File: src/rtl/audio_pkg.sv
// Shared constants and helpers for the audio control path.
// The thermometer decode lives here so other display blocks can reuse it.
package audio_pkg;

    localparam int VOL_LEVELS = 5;
    localparam int VOL_W = 3;
    localparam logic [VOL_W-1:0] VOL_MAX = 3'd4;

    // Level n lights the lowest n+1 segments; levels beyond the top saturate the bar.
    function automatic logic [VOL_LEVELS-1:0] vol_to_bar(input logic [VOL_W-1:0] level);
        logic [VOL_LEVELS-1:0] bar;
        bar = '0;
        for (int i = 0; i < VOL_LEVELS; i++) begin
            bar[i] = (i <= int'(level));
        end
        return bar;
    endfunction

endpackage

File: src/rtl/button_conditioner.sv
// Turns one raw push-button into a debounced level and single-cycle step pulses,
// with auto-repeat while the button is held.
module button_conditioner
    import audio_pkg::*;
#(
    parameter int DEB_LEN    = 8,
    parameter int HOLD_CYC   = 50000000,
    parameter int REPEAT_CYC = 15000000
) (
    input  logic clk,
    input  logic rst,
    input  logic tick,
    input  logic raw,
    input  logic inhibit,
    output logic level,
    output logic step
);

    localparam int HOLD_W = (HOLD_CYC > 1) ? $clog2(HOLD_CYC) : 1;
    localparam int REP_W  = (REPEAT_CYC > 1) ? $clog2(REPEAT_CYC) : 1;
    localparam int CNT_W  = (HOLD_W > REP_W) ? HOLD_W : REP_W;
    localparam logic [CNT_W-1:0] HOLD_LAST = CNT_W'(HOLD_CYC - 1);
    localparam logic [CNT_W-1:0] REP_LAST  = CNT_W'(REPEAT_CYC - 1);

    logic             sync_a;
    logic             sync_b;
    logic [DEB_LEN-1:0] shift;
    logic [DEB_LEN-1:0] shift_next;
    logic             deb;
    logic             deb_d;
    logic             armed;
    logic             repeating;
    logic [CNT_W-1:0] cnt;
    logic             step_q;
    logic             active;
    logic             edge_fire;
    logic             hold_fire;

    // A button held through reset must first be seen released before it may step.
    always_comb begin
        shift_next = {shift[DEB_LEN-2:0], sync_b};
        active     = deb && deb_d && armed && !inhibit;
        edge_fire  = deb && !deb_d && armed && !inhibit;
        hold_fire  = active && (cnt == (repeating ? REP_LAST : HOLD_LAST));
    end

    always_ff @(posedge clk) begin
        if (rst) begin
            sync_a    <= 1'b0;
            sync_b    <= 1'b0;
            shift     <= '0;
            deb       <= 1'b0;
            deb_d     <= 1'b0;
            armed     <= 1'b0;
            repeating <= 1'b0;
            cnt       <= '0;
            step_q    <= 1'b0;
        end else begin
            sync_a <= raw;
            sync_b <= sync_a;
            if (tick) begin
                shift <= shift_next;
                if (&shift_next) begin
                    deb <= 1'b1;
                end else if (~|shift_next) begin
                    deb   <= 1'b0;
                    armed <= 1'b1;
                end
            end
            deb_d  <= deb;
            step_q <= edge_fire || hold_fire;
            if (!active) begin
                cnt       <= '0;
                repeating <= 1'b0;
            end else if (hold_fire) begin
                cnt       <= '0;
                repeating <= 1'b1;
            end else if (cnt != '1) begin
                cnt <= cnt + CNT_W'(1);
            end
        end
    end

    assign level = deb;
    assign step  = step_q;

endmodule

File: src/rtl/volume_control.sv
// Button/mute conditioning and saturating volume register feeding the note
// generator and the LED volume bar.
module volume_control
    import audio_pkg::*;
#(
    parameter int         DEB_DIV    = 100000,
    parameter int         DEB_LEN    = 8,
    parameter int         HOLD_CYC   = 50000000,
    parameter int         REPEAT_CYC = 15000000,
    parameter logic [2:0] VOL_INIT   = 3'd2
) (
    input  logic       clk,
    input  logic       rst,
    input  logic       btn_up,
    input  logic       btn_down,
    input  logic       sw_mute,
    output logic [2:0] volume,
    output logic       mute,
    output logic [4:0] led_vol,
    output logic       vol_changed
);

    localparam int TICK_W = (DEB_DIV > 1) ? $clog2(DEB_DIV) : 1;
    localparam logic [TICK_W-1:0] TICK_LAST = TICK_W'(DEB_DIV - 1);

    logic [TICK_W-1:0] tick_cnt;
    logic              tick;
    logic              mute_a;
    logic              mute_q;
    logic              up_level;
    logic              down_level;
    logic              up_step;
    logic              down_step;
    logic              conflict;
    logic              go_up;
    logic              go_down;
    logic [VOL_W-1:0]  vol_q;
    logic              changed_q;

    assign tick = (tick_cnt == TICK_LAST);

    always_ff @(posedge clk) begin
        if (rst) begin
            tick_cnt <= '0;
            mute_a   <= 1'b0;
            mute_q   <= 1'b0;
        end else begin
            tick_cnt <= tick ? '0 : tick_cnt + TICK_W'(1);
            mute_a   <= sw_mute;
            mute_q   <= mute_a;
        end
    end

    assign conflict = up_level && down_level;

    button_conditioner #(
        .DEB_LEN    (DEB_LEN),
        .HOLD_CYC   (HOLD_CYC),
        .REPEAT_CYC (REPEAT_CYC)
    ) up_cond (
        .clk     (clk),
        .rst     (rst),
        .tick    (tick),
        .raw     (btn_up),
        .inhibit (conflict),
        .level   (up_level),
        .step    (up_step)
    );

    button_conditioner #(
        .DEB_LEN    (DEB_LEN),
        .HOLD_CYC   (HOLD_CYC),
        .REPEAT_CYC (REPEAT_CYC)
    ) down_cond (
        .clk     (clk),
        .rst     (rst),
        .tick    (tick),
        .raw     (btn_down),
        .inhibit (conflict),
        .level   (down_level),
        .step    (down_step)
    );

    // Coincident up/down steps cancel, and everything is dropped while muted.
    assign go_up   = up_step && !down_step && !mute_q;
    assign go_down = down_step && !up_step && !mute_q;

    always_ff @(posedge clk) begin
        if (rst) begin
            vol_q     <= VOL_INIT;
            changed_q <= 1'b0;
        end else begin
            changed_q <= 1'b0;
            if (go_up && (vol_q < VOL_MAX)) begin
                vol_q     <= vol_q + VOL_W'(1);
                changed_q <= 1'b1;
            end else if (go_down && (vol_q != '0)) begin
                vol_q     <= vol_q - VOL_W'(1);
                changed_q <= 1'b1;
            end
        end
    end

    assign volume      = vol_q;
    assign vol_changed = changed_q;
    assign mute        = mute_q;
    assign led_vol     = mute_q ? 5'b00000 : vol_to_bar(vol_q);

endmodule

File: config.mk
export PLATFORM = sky130hd
export DESIGN_NAME = volume_control
export DESIGN_NICKNAME = d
export VERILOG_FILES = /design/src/rtl/audio_pkg.sv /design/src/rtl/button_conditioner.sv /design/src/rtl/volume_control.sv
export SDC_FILE = /design/constraint.sdc
export NUM_CORES = 1
export LEC_CHECK = 0
export CAP_MARGIN = 20
export CORE_AREA = 2 2 94 96
export CTS_CLUSTER_DIAMETER = 200
export CTS_CLUSTER_SIZE = 24
export DETAILED_ROUTE_END_ITERATION = 8
export DIE_AREA = 0 0 96 98
export PLACE_DENSITY = 0.76
export SLEW_MARGIN = 20
export SYNTH_ARGS = -nofsm -noshare
export SYNTH_HDL_FRONTEND = slang
export SYNTH_SLANG_ARGS = --single-unit
File: constraint.sdc
create_clock -name clk -period 2 [get_ports clk]
set_input_delay 0.6 -clock clk [delete_from_list [all_inputs] [get_ports clk]]
set_output_delay 0.6 -clock clk [all_outputs]
set_load 0.01 [all_outputs]
Yosys cells after proc, flatten, opt, wreduce, memory -nomap -nowiden:

Cells that the tools add are included.

* input port bits: 5
* bits in read-only memories: 0
* word-level logic and storage cells: 101
* bits in registers: 103
* memories: 0
* RAM bits: 0
* latch bits: 0

* bitwise logic cells: 6
* shift-type cells: 0
* add/subtract/negate cells: 5
* mux-type cells: 11
* eq/ne operators: 7
* order comparisons: 5
* reductions and logical operators: 44
* $mul: 0
* div/mod/pow operators: 0

Operators by type and width (number)
* 26-bit by 1-bit adder with 26-bit output, second input constant: 2
* 26-bit == test: 2
* 26-bit 2-to-1 mux: 2
* 26-bit inequality test, second input constant: 2
* 1-bit logical AND: 21
* 17-bit by 1-bit adder with 17-bit output, second input constant: 1
* 17-bit == test, second input constant: 1
* 8-bit AND reduction: 2
* 8-bit OR reduction: 2
* 2-bit by 3-bit <= comparator with 1-bit output, first input constant: 2
* 1-bit logical NOT: 6
* 1-bit 2-to-1 mux: 6
* 3-bit 2-to-1 mux: 2
* 1-bit NOT: 6
* 3-bit AND reduction: 2
* 2-bit OR reduction: 3
* 3-bit OR reduction: 2
* 5-bit 2-to-1 mux: 1
* 2-bit by 1-bit inequality test with 1-bit output, second input constant: 2
* 2-bit AND reduction: 2
* 3-bit by 1-bit adder with 3-bit output, second input constant: 1
* 1-bit by 3-bit <= comparator with 1-bit output, first input constant: 1
* 3-bit <= comparator, first input constant: 1
* 3-bit less-than comparator, second input constant: 1
* 4 further kinds: 5

Logic depth before layout (Yosys ltp):

Gate-level depths: netlist of the first run.

* depth after elaboration: 6
* gate-level depth with buffers: 8

Cells and area by module:

A second synthesis of the first run with hierarchy kept.

* cell total of the unflattened synthesis: 549
* area total of the unflattened synthesis: 4916.0 µm²

By module, submodules not included
* button_conditioner: instances 2, area each 1868.0 µm², cells an instance 210, seq. area each 800.8 µm²
* volume_control: instances 1, area each 1179.9 µm², cells an instance 129, seq. area each 460.4 µm²

Worst setup path after synthesis of the first run:

Ideal clock, no wire load.

* path type: register to register
* from: register up_cond.cnt[0]
* to: register up_cond.cnt[23]
* arrival time: 1.766 ns
* clock period less this slack: 1.881 ns
* library setup time: 0.115 ns
* setup slack: 0.119 ns
* path buffers: 1
* stages on the path, launching flop included: 8
* data required time: 1.885 ns
* cell sequence: dfxtp_1 -> ha_1 -> and2_2 -> and4_4 -> buf_6 -> a2111oi_2 -> a31oi_1 -> o21ba_2

* cells in the longest elaborated chain, start to end: 3

Ends and longest elaborated chain
* start: declaration: line button_conditioner.sv:33 `logic [CNT_W-1:0] cnt;`
* start signal: assignment: line button_conditioner.sv:79 `cnt <= cnt + CNT_W'(1);`
* parallel branches: the longest is 3 deep, another holds 26-bit by 1-bit adder with 26-bit output

Several ways; the timed one is not identified.
A chain may end at the register's enable or synchronous reset.

Worst setup path in the final report of the first run:

* from: register vol_q[0], in the netlist volume[0]
* to: output port led_vol[4]

* cells in the longest elaborated chain, start to end: 2

Ends and longest elaborated chain
* start: declaration: line volume_control.sv:37 `logic [VOL_W-1:0] vol_q;`
* start signal: assignment: line volume_control.sv:95 `vol_q <= vol_q + VOL_W'(1);`
* start signal: assignment: line volume_control.sv:98 `vol_q <= vol_q - VOL_W'(1);`
* 3-bit <= comparator: line audio_pkg.sv:14 `bar[i] = (i <= int'(level));`
* 5-bit 2-to-1 mux: line volume_control.sv:107 `assign led_vol = mute_q ? 5'b00000 : vol_to_bar(vol_q);`
* end: declaration: line volume_control.sv:19 `output logic [4:0] led_vol,`

No other way between the ends.

==> results of run 1 <==
metrics by stage:
| stage | hold WS [ns] | setup WS, ns | setup TNS (ns) | cells |
|---|---|---|---|---|
| after floorplan | 0.404 | 0.119 | 0 | 576 |
| after global placement | 0.418 | -0.189 | -4.34 | 712 |
| after detailed placement | 0.430 | -0.237 | -6.72 | 712 |
| after CTS | 0.455 | -0.172 | -0.172 | 728 |
| after global routing | 0.475 | -0.0523 | -0.0524 | 728 |
| final | 0.451 | 0.0299 | 0 | 728 |
power by group:
part	total (uW)	leakage, uW	switching [uW]	internal [uW]
sequential	2070	0.000833	7.48	2060
combinational	54.2	0.000883	27.4	26.8
clock	1400	0.000111	781	619
critical path: stages (launching register included):
cell	delay [ns]
sky130_fd_sc_hd__dfxtp_2	0.34
sky130_fd_sc_hd__inv_1	0.05
sky130_fd_sc_hd__ha_2	0.20
sky130_fd_sc_hd__o31ai_4	0.23
sky130_fd_sc_hd__nor2_1	0.06
sky130_fd_sc_hd__clkbuf_2	0.13
repair_timing:
| item | CTS | global route |
|---|---|---|
| setup buffers | 0 | 0 |
| pin swaps | 0 | 4 |
| gates resized for setup | 17 | 19 |
| setup endpoints to repair | 24 | 51 |
| hold buffers | 0 | 0 |
cell families after synthesis:
logic type / synth area share, %
simple gates: 30.0
flops: 41.8
compound gates: 11.5
xor+xnor: 9.06
buf+inv: 5.00
fa+ha+maj: 1.78
mux: 0.812
worst max-delay path by stage:
stage | startpoint | endpoint
2_1_floorplan | up_cond.cnt[0] | up_cond.cnt[23]
3_3_place_gp | rst | up_cond.cnt[15]
3_5_place_dp | rst | up_cond.cnt[0]
4_1_cts | volume[0] | led_vol[4]
5_1_grt | volume[0] | led_vol[4]
6_report | volume[0] | led_vol[4]
sequential cells by signal (all words and copies together), names as in the netlist, 3 cells and up:
signal / cells
tick_cnt: 17
up_cond.shift: 7
down_cond.shift: 7
up_cond.cnt: 26
volume: 3
down_cond.cnt: 26
cells in the final DEF (no fill, tap or decap), drive strengths merged, types with 8 or more instances in the layout:
cell and instances:
nand3 26, clkbuf 10, xor2 14, nand4 22
clkdlybuf4s50 8, a21oi 34, dfxtp 103, and3 10
buf 46, and4 10, inv 20, a2111oi 8
nor3 17, nor4 16, nand2 63, nor2 77
xnor2 37
cell type report:
| cell class | instances | area (um^2) | area share [%] |
|---|---|---|---|
| Clock buffer | 9 | 124 | 2.19 |
| Clock inverter | 7 | 90.1 | 1.60 |
| Inverter | 14 | 52.6 | 0.931 |
| Multi-Input combinational cell | 429 | 2700 | 47.9 |
| Sequential cell | 103 | 2070 | 36.6 |
| Tap cell | 108 | 135 | 2.39 |
| Timing Repair Buffer | 58 | 472 | 8.36 |
layer usage:
layer / wire, um / vias to the layer above
li1: - / 2114
met2: 4720 / 97
met1: 4640 / 1950
met4: 129 / 0
met5: 0 / -
met3: 417 / 13
==> insert_results.sql, run 1 <==
INSERT INTO impl_metrics (metric_group, metric, value, unit) VALUES
('run_status', 'status', 'complete, no violations', ''),
('hold_path', 'holdCritPathClass', 'reg2reg', ''),
('synthesis', 'synth_cell_types', '62', ''),
('synthesis', 'synth-edff-count', '0', ''),
('placement', 'dpl-instance-area', '5350', 'um^2'),
('timing', 'period_minus_slack', '1.97', 'ns'),
('power', 'power.leakage', '0.00183', 'uW'),
('timing', 'unrepaired_setup_endpoints_after_global_routing', 'true', ''),
('detailed_routing', 'routed_wl', '9.91', 'mm'),
('synthesis', 'ys_warn_count', '0', ''),
('layout', 'fillerInstances', '664', ''),
('clocking', 'clk_latency', '0.37', 'ns'),
('synthesis', 'synth_ff_type', 'sky130_fd_sc_hd__dfxtp_1', ''),
('global_routing', 'initial_antenna_violation_count', '0', ''),
('clocking', 'clock-root-buffer', 'sky130_fd_sc_hd__clkbuf_8', ''),
('clocking', 'cts_inserted_buffers', '9', ''),
('worst_setup_path', 'reg2reg_depth', '6', ''),
('floorplan', 'rows', '34', ''),
('worst_setup_path', 'endpoint_kind', 'output port', ''),
('worst_setup_path', 'ff2ff_setup_slack', '0.10', 'ns'),
('run', 'timing.max_cap.violations', '0', ''),
('clocking', 'ctsLongestPathBuffers', '2', ''),
('synthesis', 'yosysTopAreaCellShare', '41.8', '%'),
('synthesis', 'synth_seq_cells', '103', ''),
('floorplan', 'io_pins', '15', ''),
('worst_setup_path', 'required', '1.40', 'ns'),
('placement', 'place_congestion', '0.866', ''),
('detailed_routing', 'drt-vias-per-instance', '5.73', ''),
('detailed_routing', 'drt.antenna.violating_nets', '0', ''),
('timing', 'slew_viol_final', '0', ''),
('worst_setup_path', 'critical_path_class', 'reg2out', ''),
('detailed_routing', 'vias', '4174', ''),
('layout', 'post_route_cells_drive_above_1_share', '15.5', '%'),
('detailed_routing', 'drt_first_iter_violations', '160', ''),
('global_routing', 'grt_pass1_vias', '4035', ''),
('layout', 'final_core_utilization', '66.7', '%'),
('synthesis', 'synth.top_cells.by_count', 'sky130_fd_sc_hd__dfxtp_1, sky130_fd_sc_hd__nor2_1, sky130_fd_sc_hd__nand2_1', ''),
('clocking', 'tritoncts_num_sinks', '103', ''),
('worst_setup_path', 'worstReg2RegStart', 'up_cond.cnt[12]', ''),
('global_routing', 'gr-usage-all-layers', '22.5', '%'),
('global_routing', 'use_met3', '4.17', '%'),
('synthesis', 'synth_most_common_cell', 'sky130_fd_sc_hd__dfxtp_1', ''),
('synthesis', 'postSynthCellCount', '576', ''),
('timing', 'slew_headroom', '62.6', '%'),
('clocking', 'cts_tree', 'yes', ''),
('timing', 'timing.clock.skew', '0.0146', 'ns'),
('global_routing', 'grt_max_degree', '29', ''),
('synthesis', 'synth.top_cells.by_area', 'sky130_fd_sc_hd__dfxtp_1, sky130_fd_sc_hd__xnor2_1, sky130_fd_sc_hd__nor2_1', ''),
('global_routing', 'first_pass_grt_wire_length', '17.4', 'mm'),
('worst_setup_path', 'timing.rr.end', 'up_cond.cnt[25]', ''),
('timing', 'finalHoldViolations', '0', ''),
('power', 'power-per-cell-area', '624', 'nW/um^2'),
('detailed_routing', 'drt_drc_violations_left', '0', ''),
('global_routing', 'grt.met2_usage', '36.0', '%'),
('synthesis', 'syn_nets', '588', ''),
('power', 'peakVddDrop', '0.489', 'mV'),
('power', 'design_power_total', '3520', 'uW'),
('clocking', 'cts_max_level', '3', ''),
('hold_path', 'hold_path_startpoint', 'mute_a', ''),
('hold_path', 'hold-path-endpoint', 'mute', ''),
('timing', 'fmax', '0.508', 'GHz'),
('global_routing', 'global_route.peak_usage_layer', 'met2', ''),
('global_routing', 'globalRouteOverflowTotal', '0', ''),
('global_routing', 'global_route.usage.met1', '30.2', '%'),
('placement', 'hpwlAfterDp', '7.01', 'mm'),
('detailed_routing', 'detail_route.wl_per_cell', '13.6', 'um'),
('clocking', 'clkSlewWorstSetupHoldPaths', '0.10', 'ns'),
('floorplan', 'die_width', '96', 'um'),
('placement', 'io_buffer_count', '14', ''),
('worst_setup_path', 'critical_path.max_fanout', '2', ''),
('synthesis', 'synth_largest_area_cell', 'sky130_fd_sc_hd__dfxtp_1', '');
Power figures use the tool's default switching activity.
==> run 2, diff against run 1 <==
--- a/config.mk
+++ b/config.mk
@@ -16,3 +16,4 @@
 export SYNTH_ARGS = -nofsm -noshare
 export SYNTH_HDL_FRONTEND = slang
 export SYNTH_SLANG_ARGS = --single-unit
+export TNS_END_PERCENT = 50
==> constraint.sdc (replaced) <==
create_clock -name clk -period 2 [get_ports clk]
set_input_delay 0.4 -clock clk [delete_from_list [all_inputs] [get_ports clk]]
set_output_delay 0.4 -clock clk [all_outputs]
set_load 0.01 [all_outputs]
==> run 2 against run 1 <==
Clock power fell by 11%. Setup slack improved by 0.063 ns. Critical path type unchanged. Power is 4.2% lower. Flip-flop and latch count unchanged. Count of clock-buffer cells in the layout unchanged. Sequential share of layout area increased by 0.18 points. Combinational power is 2% lower. Maximum frequency is 3.3% higher. Via count rose by 0.50%. Register-to-register slack about the same. Core utilization down 0.40 points. Critical path depth grew 1.
==> insert_results.sql, run 2 (synthesized netlist as in run 1, its figures left out) <==
INSERT INTO impl_metrics (metric_group, metric, value, unit) VALUES
('layout', 'post_route_cells_drive_above_1_share', '14.1', '%'),
('hold_path', 'holdCritPathClass', 'reg2reg', ''),
('timing', 'timing.clock.skew', '0.0143', 'ns'),
('run', 'timing.max_cap.violations', '0', ''),
('timing', 'slew_headroom', '66.5', '%'),
('floorplan', 'design.core.area', '8470', 'um^2'),
('power', 'power-per-cell-area', '601', 'nW/um^2'),
('layout', 'antenna-diode-count', '0', ''),
('global_routing', 'globalRouteOverflowTotal', '0', ''),
('worst_setup_path', 'cells_traversed_along_the_worst_timing_path', 'buf_4 -> nor2_1 -> nor2_1 -> buf_4 -> o21a_1 -> dlygate4sd2_1', ''),
('worst_setup_path', 'worstReg2RegStart', 'up_cond.cnt[25]', ''),
('timing', 'setup_viol', '0', ''),
('placement', 'hpwlAfterDp', '7.17', 'mm'),
('worst_setup_path', 'crit_end', 'led_vol[3]', ''),
('timing', 'slew_viol_final', '0', ''),
('detailed_routing', 'drt.antenna.violating_nets', '0', ''),
('worst_setup_path', 'ff2ff_setup_slack', '0.10', 'ns'),
('placement', 'detailedPlace.worstSlack', '-0.129', 'ns'),
('power', 'peakVddDrop', '0.455', 'mV'),
('layout', 'area.growth.synth_to_final', '13.9', '%'),
('worst_setup_path', 'required', '1.60', 'ns'),
('detailed_routing', 'vias', '4195', ''),
('floorplan', 'rows', '34', ''),
('clocking', 'cts_inserted_buffers', '9', ''),
('timing', 'unrepaired_setup_endpoints_after_global_routing', 'true', ''),
('detailed_routing', 'drt-vias-per-instance', '5.78', ''),
('detailed_routing', 'routed_wl', '10.0', 'mm'),
('timing', 'finalHoldViolations', '0', ''),
('layout', 'fillerInstances', '659', ''),
('hold_path', 'hold_path_startpoint', 'up_cond.deb_d', ''),
('worst_setup_path', 'worst-endpoint-arrival', '1.51', 'ns'),
('worst_setup_path', 'endpoint_kind', 'output port', ''),
('timing', 'final_min_period_over_clock_period', '95.3', '%'),
('layout', 'layout_commonest_cell', 'sky130_fd_sc_hd__dfxtp_1', ''),
('floorplan', 'design.die.area', '9410', 'um^2'),
('detailed_routing', 'drt_drc_violations_left', '0', ''),
('global_routing', 'initial_antenna_violation_count', '0', ''),
('timing', 'period_minus_slack', '1.91', 'ns'),
('clocking', 'ctsLongestPathBuffers', '2', ''),
('clocking', 'clock-root-buffer', 'sky130_fd_sc_hd__clkbuf_8', ''),
('worst_setup_path', 'critical_path.max_fanout', '5', ''),
('detailed_routing', 'drt_first_iter_violations', '145', ''),
('floorplan', 'floorplan.initialDensity', '58.2', '%'),
('clocking', 'cts-hold-fix-buffers', '0', ''),
('clocking', 'cts_max_level', '3', ''),
('floorplan', 'io_pins', '15', ''),
('timing', 'fmax', '0.524', 'GHz'),
('clocking', 'cts_tree', 'yes', ''),
('clocking', 'clkSlewWorstSetupHoldPaths', '0.10', 'ns'),
('worst_setup_path', 'reg2reg_depth', '6', ''),
('worst_setup_path', 'worst_path_largest_cell_delay', '0.33', 'ns'),
('run_status', 'status', 'complete, no violations', ''),
('floorplan', 'die_width', '96', 'um'),
('global_routing', 'grt_pass1_vias', '4039', ''),
('timing', 'post-route-worst-setup-slack', '0.0931', 'ns'),
('global_routing', 'gr-usage-all-layers', '22.5', '%'),
('layout', 'final_nets', '625', ''),
('worst_setup_path', 'start_kind', 'flop', ''),
('placement', 'io_buffer_count', '14', ''),
('worst_setup_path', 'critical_path_class', 'reg2out', ''),
('worst_setup_path', 'timing.rr.end', 'up_cond.cnt[19]', ''),
('power', 'intPower', '2570', 'uW'),
('clocking', 'tritoncts_num_sinks', '103', ''),
('power', 'clock_power_share', '37.2', '%'),
('power', 'power.leakage', '0.00180', 'uW'),
('detailed_routing', 'drt_first_pass_iters', '5', ''),
('worst_setup_path', 'cpMaxStageDelayCell', 'sky130_fd_sc_hd__dfxtp_2', ''),
('worst_setup_path', 'startpoint', 'volume[1]', ''),
('global_routing', 'first_pass_grt_wire_length', '17.5', 'mm'),
('power', 'design_power_total', '3370', 'uW'),
('detailed_routing', 'detail_route.wl_per_cell', '13.8', 'um'),
('power', 'share_seq_of_total_power', '61.3', '%'),
('clocking', 'clk_latency', '0.37', 'ns'),
('power', 'power.share.combinational', '1.6', '%'),
('timing', 'whs', '0.451', 'ns'),
('power', 'switching_share', '23.9', '%'),
('placement', 'place_congestion', '0.837', ''),
('layout', 'post_layout_nonfiller_instances', '726', ''),
('placement', 'numPlacedInstances', '707', ''),
('layout', 'mostFrequentLayoutCells', 'sky130_fd_sc_hd__dfxtp_1, sky130_fd_sc_hd__nor2_1, sky130_fd_sc_hd__nand2_1', ''),
('layout', 'largestRegisters', 'down_cond.cnt (26), up_cond.cnt (26), tick_cnt (17)', ''),
('timing', 'worst-slew-pin-transition', '0.491', 'ns'),
('power', 'power.net_switching', '806', 'uW'),
('floorplan', 'die_h', '98', 'um'),
('global_routing', 'grt_max_degree', '28', '');
[run 2: what timing repair did]
item / in CTS / in global routing
setup endpoints to repair: 17 / 48
buffers inserted: 2 / 1
pin swaps: 1 / 6
gates cloned: 0 / 0
resized for setup: 6 / 20
[run 2: per-stage QoR]
stage	instance area (um^2)	setup TNS, ns	util [%]
global route	5610	-0.0950	66.3
CTS	5520	0	65.2
finish	5610	0	66.3
floorplan	4930	0	-
detailed placement	5320	-2.17	62.8
global placement	5320	-0.265	62.8
[run 2: worst min path at each step]
stage / to / slack (ns) / cells after the start
3_5_place_dp: up_cond.step / 0.43 / 1
3_3_place_gp: down_cond.sync_b / 0.42 / 1
6_report: up_cond.step / 0.45 / 1
2_1_floorplan: up_cond.step / 0.40 / 1
5_1_grt: up_cond.step / 0.46 / 1
4_1_cts: up_cond.step / 0.45 / 1
[run 2: cell type report]
type	instances	area, um^2	share of cell area (%)
clock inverter	7	63.8	1.14
clock buffer	9	124	2.21
tap	108	135	2.41
multi-input combinational	429	2700	48.1
sequential	103	2070	36.8
timing repair buffer	56	473	8.43
inverter	14	52.6	0.936
[run 2: per-layer routing]
layer	global-route usage, %	routed length [um]	up-vias
li1	-	-	2100
met1	30.0	4640	1980
met2	36.2	4840	102
met3	3.78	403	13
met4	8.79	138	0
met5	0	0	-
[run 2: power by group through the flow]
| stage | logic [uW] | clock network [uW] | registers [uW] |
|---|---|---|---|
| final | 53.2 | 1250 | 2070 |
| after global routing | 59.7 | 1350 | 2070 |
| after CTS | 53.0 | 1280 | 2070 |
| after detailed placement | 51.9 | 0 | 2110 |
| after global placement | 50.7 | 0 | 2110 |
| after floorplan | 29.7 | 0 | 2110 |
[run 2: critical path, delay by kind of cell, from the launching register on]
kind | cells | cell delay (ns)
simple gates | 2 | 0.15
flops | 1 | 0.33
compound gates | 1 | 0.09
buf+inv | 3 | 0.57
